==> config.mk <==
export PLATFORM = sky130hd
export DESIGN_NAME = keypad_scan
export DESIGN_NICKNAME = d
export VERILOG_FILES = /design/src/rtl/keypad_scan.sv
export SDC_FILE = /design/constraint.sdc
export NUM_CORES = 1
export LEC_CHECK = 0
export ABC_AREA = 0
export BUFFER_PORTS_ARGS = -buffer_cell sky130_fd_sc_hd__buf_2
export CAP_MARGIN = 20
export CORE_UTILIZATION = 35
export CTS_CLUSTER_SIZE = 28
export DETAILED_ROUTE_END_ITERATION = 10
export PLACE_DENSITY = 0.62
export SLEW_MARGIN = 10
export SYNTH_ARGS = -nofsm -noshare
export SYNTH_HDL_FRONTEND = slang
export SYNTH_SLANG_ARGS = --single-unit
==> constraint.sdc <==
create_clock -name clk -period 5.1 [get_ports clk]
set_input_delay 0.255 -clock clk [delete_from_list [all_inputs] [get_ports clk]]
set_output_delay 0.255 -clock clk [all_outputs]
set_load 0.02 [all_outputs]
==> src/rtl/keypad_scan.sv <==
// 4x4 matrix keypad scanner: walks an active-low column strobe on a programmable tick,
// debounces press and release, and hands accepted key codes out over a valid/ready port.
module keypad_scan #(
   parameter int unsigned DEBOUNCE_TICKS = 4
) (
   input  logic        clk,
   input  logic        rst,
   input  logic [31:0] div_value,
   input  logic [3:0]  row_i,
   output logic [3:0]  col_o,
   output logic [3:0]  key_code_o,
   output logic        key_valid_o,
   input  logic        key_ready_i,
   output logic        key_pressed_o,
   output logic        overflow_o
);

   localparam logic [3:0] DEB_MAX = 4'(DEBOUNCE_TICKS);

   typedef enum logic [1:0] {
      SCAN,
      DEBOUNCE,
      HELD,
      RELEASE
   } state_e;

   state_e      state_q, state_d;
   logic [31:0] tick_cnt_q, tick_cnt_d;
   logic [1:0]  col_idx_q, col_idx_d;
   logic [1:0]  row_idx_q, row_idx_d;
   logic [3:0]  deb_cnt_q, deb_cnt_d;
   logic [3:0]  key_code_q, key_code_d;
   logic        key_valid_q, key_valid_d;
   logic        overflow_q, overflow_d;

   logic        tick;
   logic        accept;
   logic        any_row_low;
   logic        row_hit;
   logic [1:0]  low_row;
   logic [3:0]  deb_inc;

   always_comb begin
      tick       = (tick_cnt_q >= div_value);
      tick_cnt_d = tick ? '0 : tick_cnt_q + 32'd1;
   end

   // Lowest-index low row wins when several rows are pulled down together.
   always_comb begin
      low_row = 2'd0;
      if (!row_i[3]) low_row = 2'd3;
      if (!row_i[2]) low_row = 2'd2;
      if (!row_i[1]) low_row = 2'd1;
      if (!row_i[0]) low_row = 2'd0;
   end

   assign any_row_low = ~&row_i;
   assign row_hit     = ~row_i[row_idx_q];
   assign deb_inc     = deb_cnt_q + 4'd1;

   always_comb begin
      state_d   = state_q;
      col_idx_d = col_idx_q;
      row_idx_d = row_idx_q;
      deb_cnt_d = deb_cnt_q;
      accept    = 1'b0;

      if (tick) begin
         case (state_q)
            SCAN: begin
               if (any_row_low) begin
                  row_idx_d = low_row;
                  deb_cnt_d = '0;
                  state_d   = DEBOUNCE;
               end else begin
                  col_idx_d = col_idx_q + 2'd1;
               end
            end
            DEBOUNCE: begin
               if (row_hit) begin
                  deb_cnt_d = deb_inc;
                  if (deb_inc == DEB_MAX) begin
                     state_d = HELD;
                     accept  = 1'b1;
                  end
               end else begin
                  col_idx_d = col_idx_q + 2'd1;
                  state_d   = SCAN;
               end
            end
            HELD: begin
               if (!row_hit) begin
                  deb_cnt_d = '0;
                  state_d   = RELEASE;
               end
            end
            RELEASE: begin
               if (!row_hit) begin
                  deb_cnt_d = deb_inc;
                  if (deb_inc == DEB_MAX) begin
                     col_idx_d = col_idx_q + 2'd1;
                     state_d   = SCAN;
                  end
               end else begin
                  state_d = HELD;
               end
            end
            default: state_d = SCAN;
         endcase
      end
   end

   // A pending code is replaced only if it is consumed in the same cycle; otherwise the new one is dropped.
   always_comb begin
      key_code_d  = key_code_q;
      key_valid_d = key_valid_q;
      overflow_d  = overflow_q;
      if (accept) begin
         if (!key_valid_q || key_ready_i) begin
            key_code_d  = {row_idx_q, col_idx_q};
            key_valid_d = 1'b1;
         end else begin
            overflow_d = 1'b1;
         end
      end else if (key_valid_q && key_ready_i) begin
         key_valid_d = 1'b0;
      end
   end

   always_ff @(posedge clk or negedge rst) begin
      if (!rst) begin
         state_q     <= SCAN;
         tick_cnt_q  <= '0;
         col_idx_q   <= '0;
         row_idx_q   <= '0;
         deb_cnt_q   <= '0;
         key_code_q  <= '0;
         key_valid_q <= 1'b0;
         overflow_q  <= 1'b0;
      end else begin
         state_q     <= state_d;
         tick_cnt_q  <= tick_cnt_d;
         col_idx_q   <= col_idx_d;
         row_idx_q   <= row_idx_d;
         deb_cnt_q   <= deb_cnt_d;
         key_code_q  <= key_code_d;
         key_valid_q <= key_valid_d;
         overflow_q  <= overflow_d;
      end
   end

   assign col_o         = ~(4'b0001 << col_idx_q);
   assign key_code_o    = key_code_q;
   assign key_valid_o   = key_valid_q;
   assign overflow_o    = overflow_q;
   assign key_pressed_o = (state_q == HELD) || (state_q == RELEASE);

endmodule

==> impl_metrics.env, run 1 <==
export IMPL_tritoncts="built"
export IMPL_worst_endpoint_required_ns=5.30
export IMPL_dr_pass1_iters=4
export IMPL_synth_ff_latch_count=48
export IMPL_grt_max_degree=49
export IMPL_critical_path_buf_inv_count=0
export IMPL_final_hold_violation_count=0
export IMPL_total_grt_overflow=0
export IMPL_hold_path_startpoint="row_i[0]"
export IMPL_synth_cell_area_um2=3270
export IMPL_ir_drop_uv=149
export IMPL_gpl_congestion=0.813
export IMPL_synth_fp_nets=436
export IMPL_setup_repair_after_global_routing_missed_its_margin="no"
export IMPL_post_cts_setup_buffer_count=0
export IMPL_r2r_setup_slk_ns=2.03
export IMPL_worstReg2RegStart="tick_cnt_q[14]"
export IMPL_cpMaxStageDelayCell="o21ai_2"
export IMPL_cts_sink_count=48
export IMPL_setup_tns_final_ns=0
export IMPL_yosys_most_used_dff="dfrtp_1"
export IMPL_synthXorXnorAreaFrac=0.0856
export IMPL_groute_usage_overall=0.149
export IMPL_pwr_density_cell_nw_per_um2=326
export IMPL_simple_gate_share_of_the_synthesized_area=0.207
export IMPL_report_final_setup_viol=0
export IMPL_startpoint_type="register"
export IMPL_crit_cells=8
export IMPL_drt_wl_total_mm=6.67
export IMPL_slew_viol_final=0
export IMPL_first_global_vias=2592
export IMPL_placement_io_buffers=49
export IMPL_yosys_warnings=0
export IMPL_cts_root_buffer="clkbuf_8"
export IMPL_clk_transition_reported_paths_ns=0.09
export IMPL_post_synth_mux_area_share=0.0333
export IMPL_post_cts_resized=0
export IMPL_layout_cell_area_non_filler_um2=3770
export IMPL_area_growth_synth_to_final_pct=15.1
export IMPL_power_static_leakage_nw=2.02
export IMPL_synth_edff_count=0
export IMPL_ctsLongestPathBuffers=2
export IMPL_synth_async_sr_flop_share=1.00
export IMPL_dieArea_um2=9740
export IMPL_worstRegToRegCells=8
export IMPL_fillCellCount=874
export IMPL_synthAdderAreaFrac=0.149
export IMPL_avgSynthCellArea_um2=9.14
export IMPL_share_of_final_layout_standard_cells_stronger_than_drive_strength_1=0.183
export IMPL_tightest_slew_ns=0.745
export IMPL_insertion_delay_ns=0.30
export IMPL_setup_worst_path_end_class="register"
export IMPL_h_tree_depth=2
export IMPL_cts_hold_repair_buffers=0
export IMPL_period_minus_slack_ns=3.07
export IMPL_core_area_um2=8890
export IMPL_setup_worst_path_start="tick_cnt_q[14]"
export IMPL_yosysSeqAreaShare=0.367
export IMPL_critical_path_cell_chain="ha_1 > and4_1 > nand4_1 > o41ai_1 > a2111oi_2 > o21ai_2 > nand3_1 > mux2_2"
export IMPL_vias_per_cell=5.00
export IMPL_place_detailed_hpwl_mm=5.08
export IMPL_maxCapViolations=0
export IMPL_synth_top_family_by_area="simple AND/OR/NAND/NOR gates"
export IMPL_fp_dieW_um=98.7
export IMPL_grt_antenna_before_repair=0
export IMPL_dr_total_vias=2590
export IMPL_nNetsFinal=487
export IMPL_layout_worst_path_cycle_share=0.603
export IMPL_placement_cell_area_um2=3620
export IMPL_core_rowCount=34
export IMPL_detail_route_antenna_nets=0
export IMPL_critical_path_peak_fanout=20
export IMPL_route_detailed_wl_per_inst_um=12.9
export IMPL_fraction_of_the_mapped_netlist_area_in_compound_gates=0.0944
export IMPL_fin_worst_skew_ns=0.00368
export IMPL_numCtsBuffers=5
export IMPL_critical_path_class="register to register"
export IMPL_timing_max_slew_rel_slack=0.503
export IMPL_cell_variety_after_synth=44
export IMPL_run_status="complete, no violations"
export IMPL_dr_first_iter_drc_count=72
export IMPL_chipHeight_um=98.7
export IMPL_remaining_drc_errors=0
export IMPL_cp_data_arrival_time_ns=3.27
export IMPL_setup_worst_path_end="key_code_o[2]"
export IMPL_grt_pass1_wl_mm=11.9
export IMPL_timing_critical_path_max_delay_family="compound AO/OA/AOI/OAI gates"
export IMPL_post_synth_inst_count=358
export IMPL_cpPeakStageDelay_ns=0.62
export IMPL_i_o_pin_cnt=50
export IMPL_number_of_diodes_added_for_antenna_fixing=0
export IMPL_clock_fmax_ghz=0.325
export IMPL_worst_hold_path_type="input pin to register"
export IMPL_rr_endpoint="key_code_o[2]"
export IMPL_initial_core_util=0.368
==> how the worst min path moves through the flow <==
stage / endpoint / slack, ns / cells after the start
global placement: overflow_o / 0.45 / 1
finish: row_idx_q[0] / 0.23 / 3
floorplan: asynchronous set/reset pin / -0.04 / 0
detailed placement: overflow_o / 0.47 / 1
global route: row_idx_q[0] / 0.24 / 3
CTS: row_idx_q[0] / 0.19 / 1
==> cells in the mapped netlist (2+ instances only) <==
cell type | n | share of area
mux2i_1 | 3 | 0.0092
ha_1 | 39 | 0.15
nor4_4 | 2 | 0.013
xor2_1 | 19 | 0.051
and3_1 | 9 | 0.017
o21ai_0 | 2 | 0.0031
clkbuf_1 | 3 | 0.0034
o21a_1 | 2 | 0.0046
nor3b_1 | 2 | 0.0046
a21o_1 | 4 | 0.0092
nand2_1 | 25 | 0.029
nor4_1 | 2 | 0.0038
a31o_2 | 2 | 0.0054
and2_1 | 2 | 0.0038
xnor2_1 | 13 | 0.035
nor2_1 | 47 | 0.054
nand3_1 | 23 | 0.035
nor3_1 | 7 | 0.011
and4_1 | 5 | 0.013
a2111oi_2 | 2 | 0.0092
buf_2 | 5 | 0.0076
nand4_1 | 5 | 0.0096
o211ai_1 | 4 | 0.0092
inv_1 | 46 | 0.053
nor2b_1 | 3 | 0.0057
mux2_2 | 7 | 0.024
dfrtp_1 | 48 | 0.37
a21oi_1 | 11 | 0.017
==> placed cells by master, fill, tap and decap left out, types with 9 or more instances in the layout <==
cell,netlist,final
buf_2,5,49
dfrtp_1,48,48
nor2_1,47,47
inv_1,46,46
ha_1,39,39
nand2_1,25,25
nand3_1,23,23
xor2_1,19,19
xnor2_1,13,13
a21oi_1,11,11
and3_1,9,9
==> worst register-to-register path: stages, from the launching register on <==
cell and delay [ns]:
dfrtp_1 0.44, ha_1 0.33, and4_1 0.24, nand4_1 0.10, o41ai_1 0.41, a2111oi_2 0.11, o21ai_2 0.62, nand3_1 0.35
mux2_2 0.36
==> power breakdown <==
group          switching (mW)  leakage, nW  internal (mW)
registers               0.102        0.647          0.447
logic                   0.221         1.31          0.181
clock network           0.133       0.0541          0.145
==> state kept, by name (all words and copies together) (netlist names), named ones only <==
signal,flops
key_valid_o,1
overflow_o,1
row_idx_q,2
deb_cnt_q,4
tick_cnt_q,32
key_code_o,4
state_q,1
col_idx_q,2
==> cells by family after synthesis <==
group / count (synthesis)
buffers and inverters: 54
adder cells (fa/ha/maj): 39
AND/OR/NAND/NOR: 134
flip-flops: 48
multiplexers: 10
XOR/XNOR: 32
AO/OA/AOI/OAI: 41
==> layer usage <==
layer / routed length (um) / part of all wire / track usage
met2: 3210 / 0.48 / 0.252
met1: 3220 / 0.48 / 0.199
met3: 185 / 0.028 / 0.0262
met5: 0 / 0 / 0
met4: 53 / 0.0080 / 0.0310
==> stage by stage <==
stage	hold WS [ns]	std cells	total power [mW]	utilization	setup slack, ns
finish	0.231	518	1.23	0.424	2.03
global placement	0.448	508	0.942	0.408	2.12
CTS	0.190	516	1.24	0.420	2.01
detailed placement	0.474	508	0.956	0.408	2.01
floorplan	-0.0406	358	0.836	-	2.73
global route	0.240	518	1.33	0.424	1.78
==> cell type report <==
class / count / area (um2) / share of cell area
clock inverter: 3 / 42.5 / 0.0113
inverter: 46 / 173 / 0.0458
clock buffer: 5 / 68.8 / 0.0183
timing repair buffer: 52 / 283 / 0.0751
tap: 108 / 135 / 0.0359
multi-input combinational: 256 / 1860 / 0.495
sequential: 48 / 1200 / 0.319
Note: power is estimated with default switching activity, not from simulation.
==> inputs of run 2 (changes only) <==
--- a/config.mk
+++ b/config.mk
@@ -5,13 +5,13 @@
 export SDC_FILE = /design/constraint.sdc
 export NUM_CORES = 1
 export LEC_CHECK = 0
-export ABC_AREA = 0
+export ABC_AREA = 1
 export BUFFER_PORTS_ARGS = -buffer_cell sky130_fd_sc_hd__buf_2
 export CAP_MARGIN = 20
 export CORE_UTILIZATION = 35
 export CTS_CLUSTER_SIZE = 28
 export DETAILED_ROUTE_END_ITERATION = 10
-export PLACE_DENSITY = 0.62
+export PLACE_DENSITY = 0.63
 export SLEW_MARGIN = 10
 export SYNTH_ARGS = -nofsm -noshare
 export SYNTH_HDL_FRONTEND = slang
==> constraint.sdc (replaced) <==
create_clock -name clk -period 2.6 [get_ports clk]
set_input_delay 0.13 -clock clk [delete_from_list [all_inputs] [get_ports clk]]
set_output_delay 0.13 -clock clk [all_outputs]
set_load 0.02 [all_outputs]
==> impl_metrics.env, run 2 <==
export IMPL_run_status="complete, no violations"
export IMPL_initial_core_util=0.368
export IMPL_timing_critical_path_mode_cell="nand2_1"
export IMPL_avgSynthCellArea_um2=7.65
export IMPL_layout_cell_area_non_filler_um2=4190
export IMPL_layout_worst_path_cycle_share=0.873
export IMPL_dr_pass1_iters=4
export IMPL_vias_per_cell=4.65
export IMPL_met3_resource_use_gr=0.0301
export IMPL_worst_hold_path_endpoint="row_idx_q[0]"
export IMPL_final_hold_violation_count=0
export IMPL_worst_hold_path_type="input pin to register"
export IMPL_i_o_pin_cnt=50
export IMPL_cts_hold_repair_buffers=1
export IMPL_gpl_congestion=0.835
export IMPL_cts_root_buffer="clkbuf_8"
export IMPL_synth_async_sr_flop_share=1.00
export IMPL_post_cts_resized=0
export IMPL_setup_repair_after_global_routing_missed_its_margin="no"
export IMPL_maxCapViolations=0
export IMPL_report_final_setup_viol=0
export IMPL_total_grt_overflow=0
export IMPL_grt_antenna_before_repair=0
export IMPL_core_rowCount=36
export IMPL_synth_ff_latch_count=48
export IMPL_layout_cells_most_common="nand2_1"
export IMPL_synth_top_cells_by_count="108 x nand2_1, 71 x inv_1, 54 x nor2_1"
export IMPL_top_usage_layer="met2"
export IMPL_slew_viol_final=0
export IMPL_dr_first_iter_drc_count=91
export IMPL_max_flop_register="tick_cnt_q"
export IMPL_synth_most_common_cell="nand2_1"
export IMPL_groute_usage_overall=0.155
export IMPL_area_growth_synth_to_final_pct=14.4
export IMPL_worstRegToRegCells=13
export IMPL_timing_max_slew_rel_slack=0.644
export IMPL_clk_transition_reported_paths_ns=0.09
export IMPL_global_route_usage_met2=0.274
export IMPL_drt_wl_total_mm=7.79
export IMPL_post_cts_setup_buffer_count=0
export IMPL_worst_endpoint_required_ns=2.79
export IMPL_tightest_slew_ns=0.534
export IMPL_grt_use_met1=0.190
export IMPL_ir_drop_uv=409
export IMPL_placement_io_buffers=49
export IMPL_footprint_of_the_multi_input_gates_um2=2120
export IMPL_h_tree_depth=2
export IMPL_fin_worst_skew_ns=0.00951
export IMPL_synth_fp_nets=557
export IMPL_ctsLongestPathBuffers=2
export IMPL_yosys_top_cells_area="dfrtp_1 33%, ha_1 13%, nand2_1 11%"
export IMPL_yosys_area_top_type_share=0.328
export IMPL_startpoint_type="register"
export IMPL_numCtsBuffers=5
export IMPL_place_detailed_hpwl_mm=6.19
export IMPL_rr_endpoint="tick_cnt_q[31]"
export IMPL_yosysSeqAreaShare=0.328
export IMPL_nNetsFinal=612
export IMPL_cell_variety_after_synth=36
export IMPL_route_detailed_wl_per_inst_um=11.7
export IMPL_placement_cell_area_um2=4070
export IMPL_core_area_um2=9950
export IMPL_number_of_diodes_added_for_antenna_fixing=0
export IMPL_post_synth_inst_count=479
export IMPL_share_of_final_layout_standard_cells_stronger_than_drive_strength_1=0.198
export IMPL_r2r_setup_slk_ns=0.33
export IMPL_cpPeakStageDelay_ns=0.46
export IMPL_grt_pass1_wl_mm=13.9
export IMPL_tritoncts="built"
export IMPL_fp_dieW_um=104
export IMPL_synth_edff_count=0
export IMPL_commonest_non_fill_non_tap_cells_in_the_layout="108 x nand2_1, 71 x inv_1, 54 x nor2_1, 49 x buf_2, 48 x dfrtp_1"
export IMPL_remaining_drc_errors=0
export IMPL_yosys_warnings=0
export IMPL_worstReg2RegStart="tick_cnt_q[7]"
export IMPL_fillCellCount=1001
export IMPL_clock_fmax_ghz=0.440
export IMPL_hold_crit_depth=3
export IMPL_critical_path_cell_chain="ha_1 > nand2_1 > inv_1 > nand2_1 > nor2_1 > nor2_1 > nand2_1 > nand2_1 > nand2_1 > nand2_1 > nand2_2 > buf_4 > nor2_1"
export IMPL_yosys_most_used_dff="dfrtp_1"
export IMPL_pwr_density_cell_nw_per_um2=647
export IMPL_dr_total_vias=3109
export IMPL_chipHeight_um=104
export IMPL_detail_route_antenna_nets=0
export IMPL_largest_register_ffs=32
export IMPL_grt_max_degree=29
export IMPL_power_static_leakage_nw=2.20
export IMPL_synth_cell_area_um2=3660
export IMPL_seq_area_um2=1200
export IMPL_dieArea_um2=10900
export IMPL_netlist_top_cell_by_area="dfrtp_1"
export IMPL_insertion_delay_ns=0.30
export IMPL_cpMaxStageDelayCell="dfrtp_1"
export IMPL_cts_sink_count=48
export IMPL_period_minus_slack_ns=2.27
export IMPL_critical_path_peak_fanout=18
export IMPL_setup_worst_path_end_class="register"
export IMPL_first_global_vias=3160
export IMPL_hold_path_startpoint="row_i[0]"
export IMPL_final_util=0.421
export IMPL_cp_data_arrival_time_ns=2.46
export IMPL_critical_path_class="register to register"
export IMPL_setup_tns_final_ns=0
==> run 2: area by class of cell <==
class	count	area share
inverters	77	0.0690
flip-flops and latches	48	0.287
multi-input cells	347	0.506
clock inverters	2	0.00836
clock buffers	6	0.0173
well taps	133	0.0397
repair buffers	55	0.0728
==> run 2: logic make-up (layout without fill, tap and decap cells) <==
| family | count (synthesis) | after routing | synth area share |
|---|---|---|---|
| and+or+nand+nor | 250 | 250 | 0.343 |
| buffers and inverters | 84 | 140 | 0.0929 |
| DFF | 48 | 48 | 0.328 |
| adders and majority gates | 39 | 39 | 0.133 |
| AOI/OAI and AO/OA | 38 | 38 | 0.0557 |
| xor gates and xnor gates | 20 | 20 | 0.0478 |
==> run 2: report_power, final <==
| part | switching (mW) | internal (mW) |
|---|---|---|
| Combinational | 0.631 | 0.404 |
| Sequential | 0.229 | 0.906 |
| Clock | 0.257 | 0.286 |
| Total | 1.12 | 1.60 |
==> run 2: routing by layer <==
metal / wire length (um) / vias to the layer above / share of wire
met5: 0 / - / 0
met4: 101 / 0 / 0.013
li1: - / 1636 / -
met2: 3650 / 60 / 0.47
met1: 3720 / 1404 / 0.48
met3: 314 / 9 / 0.040
==> run 2: how the worst max path moves through the flow <==
stage | slack [ns] | to | from | depth (start not counted)
after global placement | 0.36 | tick_cnt_q[31] | tick_cnt_q[7] | 13
after global routing | 0.09 | tick_cnt_q[8] | tick_cnt_q[7] | 13
final | 0.33 | tick_cnt_q[31] | tick_cnt_q[7] | 13
after detailed placement | 0.33 | tick_cnt_q[29] | tick_cnt_q[7] | 13
after floorplan | 0.88 | col_idx_q[0] | tick_cnt_q[7] | 15
after CTS | 0.30 | tick_cnt_q[29] | tick_cnt_q[7] | 13
==> run 2: worst max-delay path: cells and delay by family (launching register included) <==
kind                       cells  cell delay, ns
adders and majority gates      1            0.33
and+or+nand+nor               10            0.98
buffers and inverters          2            0.37
DFF                            1            0.46
==> run 2: stage by stage <==
stage | setup slack (ns) | hold WS (ns) | power [mW] | std cells
6_report | 0.329 | 0.125 | 2.71 | 668
5_1_grt | 0.0855 | 0.151 | 2.98 | 668
2_1_floorplan | 0.876 | -0.166 | 1.91 | 479
3_3_place_gp | 0.365 | 0.403 | 2.15 | 658
3_5_place_dp | 0.329 | 0.142 | 2.19 | 659
4_1_cts | 0.302 | 0.125 | 2.74 | 668
